==> config.mk <==
export PLATFORM = sky130hd
export DESIGN_NAME = rtc_bus_writer_flat
export DESIGN_NICKNAME = d
export VERILOG_FILES = /design/src/rtl/rtc_bus_writer_if.sv /design/src/rtl/rtc_bus_writer.sv /design/src/flat_wrapper.sv
export SDC_FILE = /design/constraint.sdc
export NUM_CORES = 1
export LEC_CHECK = 0
export ABC_AREA = 0
export ABC_CLOCK_PERIOD_IN_PS = 5100
export BUFFER_PORTS_ARGS = -buffer_cell sky130_fd_sc_hd__buf_2
export CAP_MARGIN = 20
export CELL_PAD_IN_SITES_DETAIL_PLACEMENT = 0
export CELL_PAD_IN_SITES_GLOBAL_PLACEMENT = 1
export CORE_AREA = 2 2 53 93
export DETAILED_ROUTE_END_ITERATION = 10
export DIE_AREA = 0 0 55 95
export PLACE_DENSITY_LB_ADDON = 0.1
export SLEW_MARGIN = 20
export SYNTH_ARGS = -nofsm -noshare
export SYNTH_HDL_FRONTEND = slang
export SYNTH_SLANG_ARGS = --single-unit
==> constraint.sdc <==
create_clock -name clk -period 5.1 [get_ports clk]
set_input_delay 0.765 -clock clk [delete_from_list [all_inputs] [get_ports clk]]
set_output_delay 0.765 -clock clk [all_outputs]
set_load 0.02 [all_outputs]
==> src/rtl/rtc_bus_writer_if.sv <==
// -----------------------------------------------------------------------------
// rtc_bus_writer_if
//
// Purpose:
//   Groups the register-write handshake (escribe / dir_in / dato_in / fin) and
//   the RTC multiplexed address/data bus pins into one bundle.
//
// Signals:
//   escribe   write request, level
//   dir_in    RTC register address (8 bits)
//   dato_in   data to write (8 bits)
//   ad_in     bus read-back value (8 bits)
//   fin       one-cycle completion pulse
//   busy      writer is not idle
//   err       read-back mismatch, valid while fin=1
//   ad_out    bus address/data value (8 bits)
//   ad_oe     tristate enable for ad_out
//   cs_n      chip select, active low
//   wr_n      write strobe, active low
//   rd_n      read strobe, active low
//   a_d       0 = address phase, 1 = data phase
//
// Modports:
//   slave   the bus writer (answers requests, drives the RTC pins)
//   master  the requester / RTC pin environment
// -----------------------------------------------------------------------------
interface rtc_bus_writer_if;

  logic       escribe;
  logic [7:0] dir_in;
  logic [7:0] dato_in;
  logic [7:0] ad_in;
  logic       fin;
  logic       busy;
  logic       err;
  logic [7:0] ad_out;
  logic       ad_oe;
  logic       cs_n;
  logic       wr_n;
  logic       rd_n;
  logic       a_d;

  modport slave (
    input  escribe, dir_in, dato_in, ad_in,
    output fin, busy, err, ad_out, ad_oe, cs_n, wr_n, rd_n, a_d
  );

  modport master (
    output escribe, dir_in, dato_in, ad_in,
    input  fin, busy, err, ad_out, ad_oe, cs_n, wr_n, rd_n, a_d
  );

endinterface

==> src/rtl/rtc_bus_writer.sv <==
// -----------------------------------------------------------------------------
// rtc_bus_writer
//
// Purpose:
//   Responder side of the register-write handshake. One accepted request
//   becomes one timed write cycle on the RTC multiplexed address/data bus:
//   an address phase followed by a data phase, each made of setup, strobe and
//   hold sub-phases. fin pulses for one cycle when the bus cycle completes,
//   after which the block waits for escribe to drop before accepting again.
//
// Ports:
//   clk     system clock
//   reset   synchronous, active-low reset
//   rtc     rtc_bus_writer_if.slave: handshake (escribe, dir_in, dato_in,
//           fin, busy, err) and RTC pins (ad_out, ad_oe, cs_n, wr_n, rd_n,
//           a_d, ad_in)
//
// Parameters:
//   T_SETUP  cycles the bus is stable before the strobe falls (min 1)
//   T_PULSE  cycles the strobe is held low (min 1)
//   T_HOLD   cycles after the strobe rises before the next phase (min 1)
//
// Build option:
//   RTC_READBACK_EN  when defined, the write is followed by a repeated address
//                    phase and a read phase; err flags a read-back mismatch.
//                    When undefined, rd_n is constant 1, err is constant 0 and
//                    ad_in is ignored.
//
// All outputs are registered: they are decoded from the current state and
// appear one cycle after the state is entered, so every phase keeps its exact
// length on the pins.
// -----------------------------------------------------------------------------
module rtc_bus_writer #(
  parameter int unsigned T_SETUP = 4,
  parameter int unsigned T_PULSE = 8,
  parameter int unsigned T_HOLD  = 4
) (
  input  logic              clk,
  input  logic              reset,
  rtc_bus_writer_if.slave   rtc
);

  // Counter reload values: a phase of N cycles counts N-1 down to 0.
  localparam logic [7:0] CNT_SETUP = 8'(T_SETUP - 1);
  localparam logic [7:0] CNT_PULSE = 8'(T_PULSE - 1);
  localparam logic [7:0] CNT_HOLD  = 8'(T_HOLD - 1);

  typedef enum logic [3:0] {
    IDLE,
    A_SU,
    A_WR,
    A_HD,
    D_SU,
    D_WR,
    D_HD,
`ifdef RTC_READBACK_EN
    RA_SU,
    RA_WR,
    RA_HD,
    R_SU,
    R_RD,
    R_HD,
`endif
    DONE,
    WAIT_LOW
  } state_t;

  state_t     state;
  state_t     state_nx;
  logic [7:0] cnt;
  logic       cnt_zero;

  // Request captured at acceptance; the inputs are ignored afterwards.
  logic [7:0] addr_q;
  logic [7:0] data_q;

  // Registered outputs and their next values.
  logic       cs_n_q,   cs_n_nx;
  logic       wr_n_q,   wr_n_nx;
  logic       a_d_q,    a_d_nx;
  logic       ad_oe_q,  ad_oe_nx;
  logic [7:0] ad_out_q, ad_out_nx;
  logic       fin_q,    fin_nx;
  logic       busy_q,   busy_nx;

  logic       addr_ph;
  logic       data_ph;

`ifdef RTC_READBACK_EN
  logic       rd_n_q,   rd_n_nx;
  logic       err_q,    err_nx;
  logic [7:0] sample_q;
  logic       read_ph;
`endif

  // Length of the phase that a state represents, as a counter reload value.
  function automatic logic [7:0] phase_len(input state_t s);
    logic [7:0] len;
    len = 8'd0;
    unique case (s)
      A_SU, D_SU: len = CNT_SETUP;
      A_WR, D_WR: len = CNT_PULSE;
      A_HD, D_HD: len = CNT_HOLD;
`ifdef RTC_READBACK_EN
      RA_SU, R_SU: len = CNT_SETUP;
      RA_WR, R_RD: len = CNT_PULSE;
      RA_HD, R_HD: len = CNT_HOLD;
`endif
      default:    len = 8'd0;
    endcase
    return len;
  endfunction

  assign cnt_zero = (cnt == 8'd0);

  // ---------------------------------------------------------------------------
  // Next state and next output values
  // ---------------------------------------------------------------------------
  always_comb begin
    // NOTE: every signal written here gets a default first, so no path through
    // the case statements can leave one unassigned and infer a latch.
    state_nx  = state;
    cs_n_nx   = 1'b1;
    wr_n_nx   = 1'b1;
    a_d_nx    = 1'b1;
    ad_oe_nx  = 1'b0;
    ad_out_nx = 8'h00;
    fin_nx    = 1'b0;
    busy_nx   = (state != IDLE);
    addr_ph   = 1'b0;
    data_ph   = 1'b0;
`ifdef RTC_READBACK_EN
    rd_n_nx   = 1'b1;
    err_nx    = 1'b0;
    read_ph   = 1'b0;
`endif

    unique case (state)
      IDLE:     if (rtc.escribe) state_nx = A_SU;
      A_SU:     if (cnt_zero) state_nx = A_WR;
      A_WR:     if (cnt_zero) state_nx = A_HD;
      A_HD:     if (cnt_zero) state_nx = D_SU;
      D_SU:     if (cnt_zero) state_nx = D_WR;
      D_WR:     if (cnt_zero) state_nx = D_HD;
`ifdef RTC_READBACK_EN
      D_HD:     if (cnt_zero) state_nx = RA_SU;
      RA_SU:    if (cnt_zero) state_nx = RA_WR;
      RA_WR:    if (cnt_zero) state_nx = RA_HD;
      RA_HD:    if (cnt_zero) state_nx = R_SU;
      R_SU:     if (cnt_zero) state_nx = R_RD;
      R_RD:     if (cnt_zero) state_nx = R_HD;
      R_HD:     if (cnt_zero) state_nx = DONE;
`else
      D_HD:     if (cnt_zero) state_nx = DONE;
`endif
      DONE:     state_nx = WAIT_LOW;
      // A request held high past fin must not start a second bus cycle.
      WAIT_LOW: if (!rtc.escribe) state_nx = IDLE;
      default:  state_nx = IDLE;
    endcase

    // Output decode from the current state.
    addr_ph = (state == A_SU) || (state == A_WR) || (state == A_HD);
    data_ph = (state == D_SU) || (state == D_WR) || (state == D_HD);
`ifdef RTC_READBACK_EN
    addr_ph = addr_ph || (state == RA_SU) || (state == RA_WR) || (state == RA_HD);
    read_ph = (state == R_SU) || (state == R_RD) || (state == R_HD);
`endif

    if (addr_ph || data_ph) begin
      cs_n_nx   = 1'b0;
      ad_oe_nx  = 1'b1;
      a_d_nx    = data_ph;
      ad_out_nx = data_ph ? data_q : addr_q;
    end

    wr_n_nx = !((state == A_WR) || (state == D_WR));
`ifdef RTC_READBACK_EN
    wr_n_nx = wr_n_nx && (state != RA_WR);
    // Read phase: chip selected, bus released, a_d left at 1.
    if (read_ph) cs_n_nx = 1'b0;
    rd_n_nx = (state != R_RD);
    if (state == DONE) err_nx = (sample_q != data_q);
`endif

    fin_nx = (state == DONE);
  end

  // ---------------------------------------------------------------------------
  // State, phase counter, request latch and output registers
  // ---------------------------------------------------------------------------
  always_ff @(posedge clk) begin
    if (!reset) begin
      state    <= IDLE;
      cnt      <= 8'd0;
      addr_q   <= 8'h00;
      data_q   <= 8'h00;
      cs_n_q   <= 1'b1;
      wr_n_q   <= 1'b1;
      a_d_q    <= 1'b1;
      ad_oe_q  <= 1'b0;
      ad_out_q <= 8'h00;
      fin_q    <= 1'b0;
      busy_q   <= 1'b0;
    end else begin
      // NOTE: sequential state uses non-blocking assignments so every register
      // here samples the pre-edge values regardless of statement order.
      state <= state_nx;
      // Reload on every state entry; otherwise count down to zero.
      if (state_nx != state) begin
        cnt <= phase_len(state_nx);
      end else if (!cnt_zero) begin
        cnt <= cnt - 8'd1;
      end
      if ((state == IDLE) && rtc.escribe) begin
        addr_q <= rtc.dir_in;
        data_q <= rtc.dato_in;
      end
      cs_n_q   <= cs_n_nx;
      wr_n_q   <= wr_n_nx;
      a_d_q    <= a_d_nx;
      ad_oe_q  <= ad_oe_nx;
      ad_out_q <= ad_out_nx;
      fin_q    <= fin_nx;
      busy_q   <= busy_nx;
    end
  end

`ifdef RTC_READBACK_EN
  // Read-back path. ad_in is captured on every cycle the read strobe is low on
  // the pin, so the value kept is the one from the last strobe cycle.
  always_ff @(posedge clk) begin
    if (!reset) begin
      rd_n_q   <= 1'b1;
      err_q    <= 1'b0;
      sample_q <= 8'h00;
    end else begin
      rd_n_q <= rd_n_nx;
      err_q  <= err_nx;
      if (!rd_n_q) sample_q <= rtc.ad_in;
    end
  end

  assign rtc.rd_n = rd_n_q;
  assign rtc.err  = err_q;
`else
  // Without read-back the read strobe and error flag are tied off and the
  // bus read-back value has no destination.
  logic unused_ad_in;
  assign unused_ad_in = ^rtc.ad_in;

  assign rtc.rd_n = 1'b1;
  assign rtc.err  = 1'b0;
`endif

  assign rtc.cs_n   = cs_n_q;
  assign rtc.wr_n   = wr_n_q;
  assign rtc.a_d    = a_d_q;
  assign rtc.ad_oe  = ad_oe_q;
  assign rtc.ad_out = ad_out_q;
  assign rtc.fin    = fin_q;
  assign rtc.busy   = busy_q;

endmodule
==> src/flat_wrapper.sv <==
// flat-port wrapper written by rule: the top's interface ports become plain ports
module rtc_bus_writer_flat 
#(
  parameter int unsigned T_SETUP = 4,
  parameter int unsigned T_PULSE = 8,
  parameter int unsigned T_HOLD  = 4
)
  (clk, reset, rtc_escribe, rtc_dir_in, rtc_dato_in, rtc_ad_in, rtc_fin, rtc_busy, rtc_err, rtc_ad_out, rtc_ad_oe, rtc_cs_n, rtc_wr_n, rtc_rd_n, rtc_a_d);
  rtc_bus_writer_if rtc_i ();
  input  logic clk;
  input  logic reset;
  input wire logic [$bits(rtc_i.escribe)-1:0] rtc_escribe;
  input wire logic [$bits(rtc_i.dir_in)-1:0] rtc_dir_in;
  input wire logic [$bits(rtc_i.dato_in)-1:0] rtc_dato_in;
  input wire logic [$bits(rtc_i.ad_in)-1:0] rtc_ad_in;
  output wire logic [$bits(rtc_i.fin)-1:0] rtc_fin;
  output wire logic [$bits(rtc_i.busy)-1:0] rtc_busy;
  output wire logic [$bits(rtc_i.err)-1:0] rtc_err;
  output wire logic [$bits(rtc_i.ad_out)-1:0] rtc_ad_out;
  output wire logic [$bits(rtc_i.ad_oe)-1:0] rtc_ad_oe;
  output wire logic [$bits(rtc_i.cs_n)-1:0] rtc_cs_n;
  output wire logic [$bits(rtc_i.wr_n)-1:0] rtc_wr_n;
  output wire logic [$bits(rtc_i.rd_n)-1:0] rtc_rd_n;
  output wire logic [$bits(rtc_i.a_d)-1:0] rtc_a_d;
  assign rtc_i.escribe = rtc_escribe;
  assign rtc_i.dir_in = rtc_dir_in;
  assign rtc_i.dato_in = rtc_dato_in;
  assign rtc_i.ad_in = rtc_ad_in;
  assign rtc_fin = rtc_i.fin;
  assign rtc_busy = rtc_i.busy;
  assign rtc_err = rtc_i.err;
  assign rtc_ad_out = rtc_i.ad_out;
  assign rtc_ad_oe = rtc_i.ad_oe;
  assign rtc_cs_n = rtc_i.cs_n;
  assign rtc_wr_n = rtc_i.wr_n;
  assign rtc_rd_n = rtc_i.rd_n;
  assign rtc_a_d = rtc_i.a_d;
  rtc_bus_writer #(.T_SETUP(T_SETUP), .T_PULSE(T_PULSE), .T_HOLD(T_HOLD)) u_core (.clk(clk), .reset(reset), .rtc(rtc_i));
endmodule
Yosys cells after proc, flatten, opt, wreduce, memory -nomap -nowiden
Cells that the tools add are included.

Register bits: 42. Word-level logic and storage cells: 57. Memories kept: 0. Bits of input ports: 27. ROM bits: 0. Bits in writable memories: 0. Output and inout port bits: 16. Bits in latches: 0.

Reduce and logical (&&, ||, !) cells: 14. Equality and inequality tests: 16. Bitwise logic cells: 0. Div/mod/pow operators: 0. Shift-type cells: 0. Order comparisons: 0. Multipliers: 0. Add/subtract/negate cells: 1. Multiplexer cells: 15.

Operators by type and width (count): one-hot mux 4 bit (9 select lines) (1); two-way mux 4 bit (8); == test 4 x 3 -> 1 bit (second input constant) (7); two-way mux 8 bit (3); == test 4 x 2 -> 1 bit (second input constant) (4); == test 4 x 1 -> 1 bit (second input constant) (2); logical NOT 8 bit (1); subtractor 8 x 1 -> 8 bit (second input constant) (1); logical OR 1 bit (6); one-hot mux 3 bit (2 select lines) (1); == test 4 bit (second input constant) (1); logical NOT 4 bit (1); != test 4 bit (1); nonzero test 4 bit (1); OR reduction 4 bit (1); two-way mux 1 bit (2); != test 2 bit (second input constant) (1); AND reduction 2 bit (1); OR reduction 2 bit (1); logical AND 1 bit (1); logical NOT 1 bit (1).

Logic depth before layout (Yosys ltp)
Word-level depth: 7. Gate-level depth with buffers: 6. Mapped depth without buffers: 6.

Worst setup path before layout
Ideal clock, no wire load.

Kind: input to register. Start: in rtc_escribe. End: reg u_core.data_q[0]. Data arrival time: 1703 ps. Library setup time: 71 ps. Required time: 5029 ps. Buffers on the path: 1. Stages on the path: 5. Path slack: 3326 ps. Cell sequence: or4b_4 -> nor2_4 -> buf_4 -> nand2_1 -> a21oi_1.

Longest elaborated chain between the ends: 1.

Ends and longest elaborated chain: start: declaration (line flat_wrapper.sv:12) `input wire logic [$bits(rtc_i.escribe)-1:0] rtc_escribe;`; logical AND 1 bit (line rtc_bus_writer.sv:215) `if ((state == IDLE) && rtc.escribe) begin`; end signal: assignment (line rtc_bus_writer.sv:217) `data_q <= rtc.dato_in;`; end: declaration (line rtc_bus_writer.sv:75) `logic [7:0] data_q;`.

Every way passes these cells. A chain may end at the register's enable or synchronous reset.

Worst setup path in the final report
Start: in reset. End: reg u_core.ad_out_q[0], in the netlist u_core.rtc.ad_out[0].

Longest elaborated chain between the ends: 1.

Ends and longest elaborated chain: start: declaration (line flat_wrapper.sv:11) `input logic reset;`; AND reduction 2 bit (no line); end signal: assignment (line rtc_bus_writer.sv:223) `ad_out_q <= ad_out_nx;`; end: declaration (line rtc_bus_writer.sv:82) `logic [7:0] ad_out_q, ad_out_nx;`.

Every way passes these cells.

==> out/summary.txt <==
POWER AND IR DROP
----------------------------------------------------------------------------------------
Leakage power summed over all cells                                             0.827 nW
Total power per unit cell area                                               598 nW/um^2
Post-layout power                                                                1.25 mW
Maximum vdd ir drop                                                           0.000256 V

STA
----------------------------------------------------------------------------------------
Final Max Tran Viols                                                                   0
Sum Neg Setup Slack                                                                 0 ns
Highest clock frequency the design can meet                                      482 MHz
Hold Violations, Final                                                                 0
Actual transition at the worst max-transition pin                               0.736 ns
Clock skew after layout                                                       0.00641 ns
Post-layout min period                                                           2.07 ns
Part of the cycle the worst path needs                                             0.407
Final worst setup slack                                                          3.03 ns
Unrepaired setup endpoints after global routing                                    false
Setup violation total in the final timing report                                       0
Max-Slew Margin vs Limit                                                           0.509

CLOCK NETWORK
----------------------------------------------------------------------------------------
Clk root buf                                                                    clkbuf_8
Maximum count of clock buffers along a single path                                     2
Clock-pin slew on the worst setup and hold paths                                 0.08 ns
Total of hold buffers inserted after clock tree synthesis                              0
Cts bufs inserted                                                                      5
TritonCTS Sinks                                                                       42
Resized cells post-CTS                                                                 0
Post-CTS Setup Repair Bufs                                                             0
Number of levels the H-tree was split into                                             2
TritonCTS clock tree                                                                 yes
Worst-Skew Late Latency                                                          0.30 ns

GRT
----------------------------------------------------------------------------------------
Global Route Usage Sum                                                             0.179
Number of antenna violations at the first check in global routing                      0
Global-route wire length before repair                                           6780 um
Number of global-route vias before repair                                           1504
Total global routing overflow                                                          0
Largest net degree at the start of global routing                                     23

LOGIC SYNTHESIS
----------------------------------------------------------------------------------------
Part of the Yosys area used for sequential elements                                0.470
Count of unique library cells instantiated by Yosys                                   40
Area of the mapped netlist                                                    1790 sq um
Number of synthesized register bits                                                   42
Cell type contributing the most total cell area after synthesis                  dfxtp_1
Share of flip-flops with an asynchronous set or reset after synthesis                  0
Yosys synthesis warning count                                                          0
Top cell type's share of synthesized area                                          0.470
Most frequently used flop master after synthesis                                 dfxtp_1
Mean Syn Cell Area                                                            8.53 sq um
Synthesized netlist cell count                                                       210
Synth area leaders                                                          dfxtp_1 47%, a21oi_1 10%, nand2_1 9.9%, nand3_1 3.9%, nor2_1 2.1%
Number of nets produced by synthesis                                                 238
Number of enable flip-flop cells after synthesis                                       0

PLACE
----------------------------------------------------------------------------------------
Worst slack, placed                                                              2.69 ns
Post-detailed-placement half-perimeter wirelength                                2970 um
Buffers added on ports                                                                32
GPL Wtd Cong                                                                       0.815

OUTCOME
----------------------------------------------------------------------------------------
Result of the run                                                              completed

CRITICAL PATH
----------------------------------------------------------------------------------------
Nature of the critical path startpoint                                      primary input
Crit Path Class                                                             primary input to register
Worst Setup End Kind                                                            register
Worst path arrival time                                                          2.29 ns
Largest incremental delay on the critical path                                   0.38 ns
Cell type of the slowest stage on the worst timing path                           nor2_1
Cell-by-cell listing of the critical path                                   buf_2 -> inv_1 -> nor2_1 -> and2_1 -> clkinv_1 -> a21oi_1
Max FO, Critical Path                                                                 22
CP required                                                                      5.32 ns

FINISH
----------------------------------------------------------------------------------------
Final net count                                                                      266
Share of layout cells above drive strength 1                                       0.226
Sequential standard cell area                                                  841 sq um
Multi-input gate area in the final layout                                      865 sq um
Final core utilization                                                             0.461
Synth-to-layout area growth                                                        17.1%
Filler cells                                                                         471
N_diodes                                                                               0

DIE
----------------------------------------------------------------------------------------
Die extent in x                                                                    55 um
Floorplan Core Area                                                           4540 sq um
Effective utilization at floorplan                                                 0.394
Cell row count                                                                        33
I/O pins                                                                              43
Area enclosed by the die boundary                                             5230 sq um
Die Height                                                                         95 um

DRT
----------------------------------------------------------------------------------------
Total via count after detailed routing                                              1530
Average wire per standard cell                                                   14.1 um
Number of violations reported at the end of detailed-routing iteration 0              20
Number of remaining DRC errors                                                         0
Post-detailed-routing wire length                                                4090 um
Count of antenna-violating nets left after detailed routing                            0
Number of vias per cell                                                             5.26
Number of search-and-repair iterations in the first detailed-routing pass              4

WORST HOLD PATH
----------------------------------------------------------------------------------------
Worst min-delay path category                                               register to register

JOB
----------------------------------------------------------------------------------------
Max-Cap Viols                                                                          0

==> final timing paths <==
check	start	endpoint	slack [ns]	cells past startpoint
worst max-delay path	reset	u_core.rtc.ad_out[0]$_SDFF_PN0_	3.03	6
worst min-delay path	u_core.addr_q[3]$_SDFFE_PN0P_	u_core.addr_q[3]$_SDFFE_PN0P_	0.46	2
worst max register to register	u_core.state[2]$_SDFF_PN0_	u_core.rtc.ad_out[0]$_SDFF_PN0_	3.11	4
worst min register to register	u_core.addr_q[3]$_SDFFE_PN0P_	u_core.addr_q[3]$_SDFFE_PN0P_	0.46	2
==> routing by layer <==
metal  global-route usage  share of wire
met5                    0              0
met2                0.326           0.56
met3               0.0332          0.030
met1                0.194           0.39
met4               0.0671          0.015
==> Yosys cell counts (all sizes together), types with 2 or more instances <==
master    n
a21oi    36
and2      2
buf       6
clkbuf    5
conb      2
dfxtp    42
inv       5
nand2    48
nand3    14
nor2     12
nor2b     2
nor3      3
nor3b     2
o2111ai   2
o211ai    2
o21ai     3
o22ai     2
or3       4
or4b      2
xnor2     2
xor2      3
==> sequential cells by signal (all words and copies together), names as in the netlist <==
name               cells
u_core.rtc.busy        1
u_core.rtc.a_d         1
u_core.addr_q          8
u_core.data_q          8
u_core.rtc.cs_n        1
u_core.rtc.fin         1
u_core.cnt             8
u_core.rtc.ad_out      8
u_core.rtc.ad_oe       1
u_core.rtc.wr_n        1
u_core.state           4
==> metrics by stage <==
step / instances / hold WS (ns) / area (sq um)
after floorplan: 210 / 0.437 / 1790
after global placement: 283 / 0.445 / 1950
after detailed placement: 283 / 0.447 / 1950
after CTS: 291 / 0.458 / 2100
after global routing: 291 / 0.473 / 2100
final: 291 / 0.456 / 2100
==> power by group <==
group          internal [mW]  switching [mW]
logic                  0.198           0.274
clock network          0.209           0.117
registers              0.392          0.0617
==> cell usage in the layout (no fill, tap or decap), types with 3 or more instances in the layout <==
cell / n
xor2_1: 3
inv_1: 5
a21oi_1: 36
nor2_1: 10
or3_1: 3
buf_2: 32
clkbuf_8: 6
o21ai_0: 3
nand2_1: 47
dfxtp_1: 42
nand3_1: 14
==> cells by family after synthesis <==
| group | share of synthesized area |
|---|---|
| other | 0.00419 |
| buffers and inverters | 0.0475 |
| xor gates and xnor gates | 0.0245 |
| AOI/OAI and AO/OA | 0.182 |
| DFF | 0.470 |
| and+or+nand+nor | 0.265 |
| adders and majority gates | 0.00699 |
==> final cells by class <==
cell class / count / area share
Clock buffer: 6 / 0.0394
Clock inverter: 2 / 0.0287
Inverter: 6 / 0.0107
Multi-Input combinational cell: 151 / 0.413
Sequential cell: 42 / 0.401
Tap cell: 52 / 0.0310
Timing Repair Buffer: 32 / 0.0764
==> worst max-delay path, delay by kind of cell <==
family          cells  cell delay [ns]
simple gates        2             0.61
compound gates      1             0.21
buf+inv             3             0.69
(Power assumes the default switching activity.)
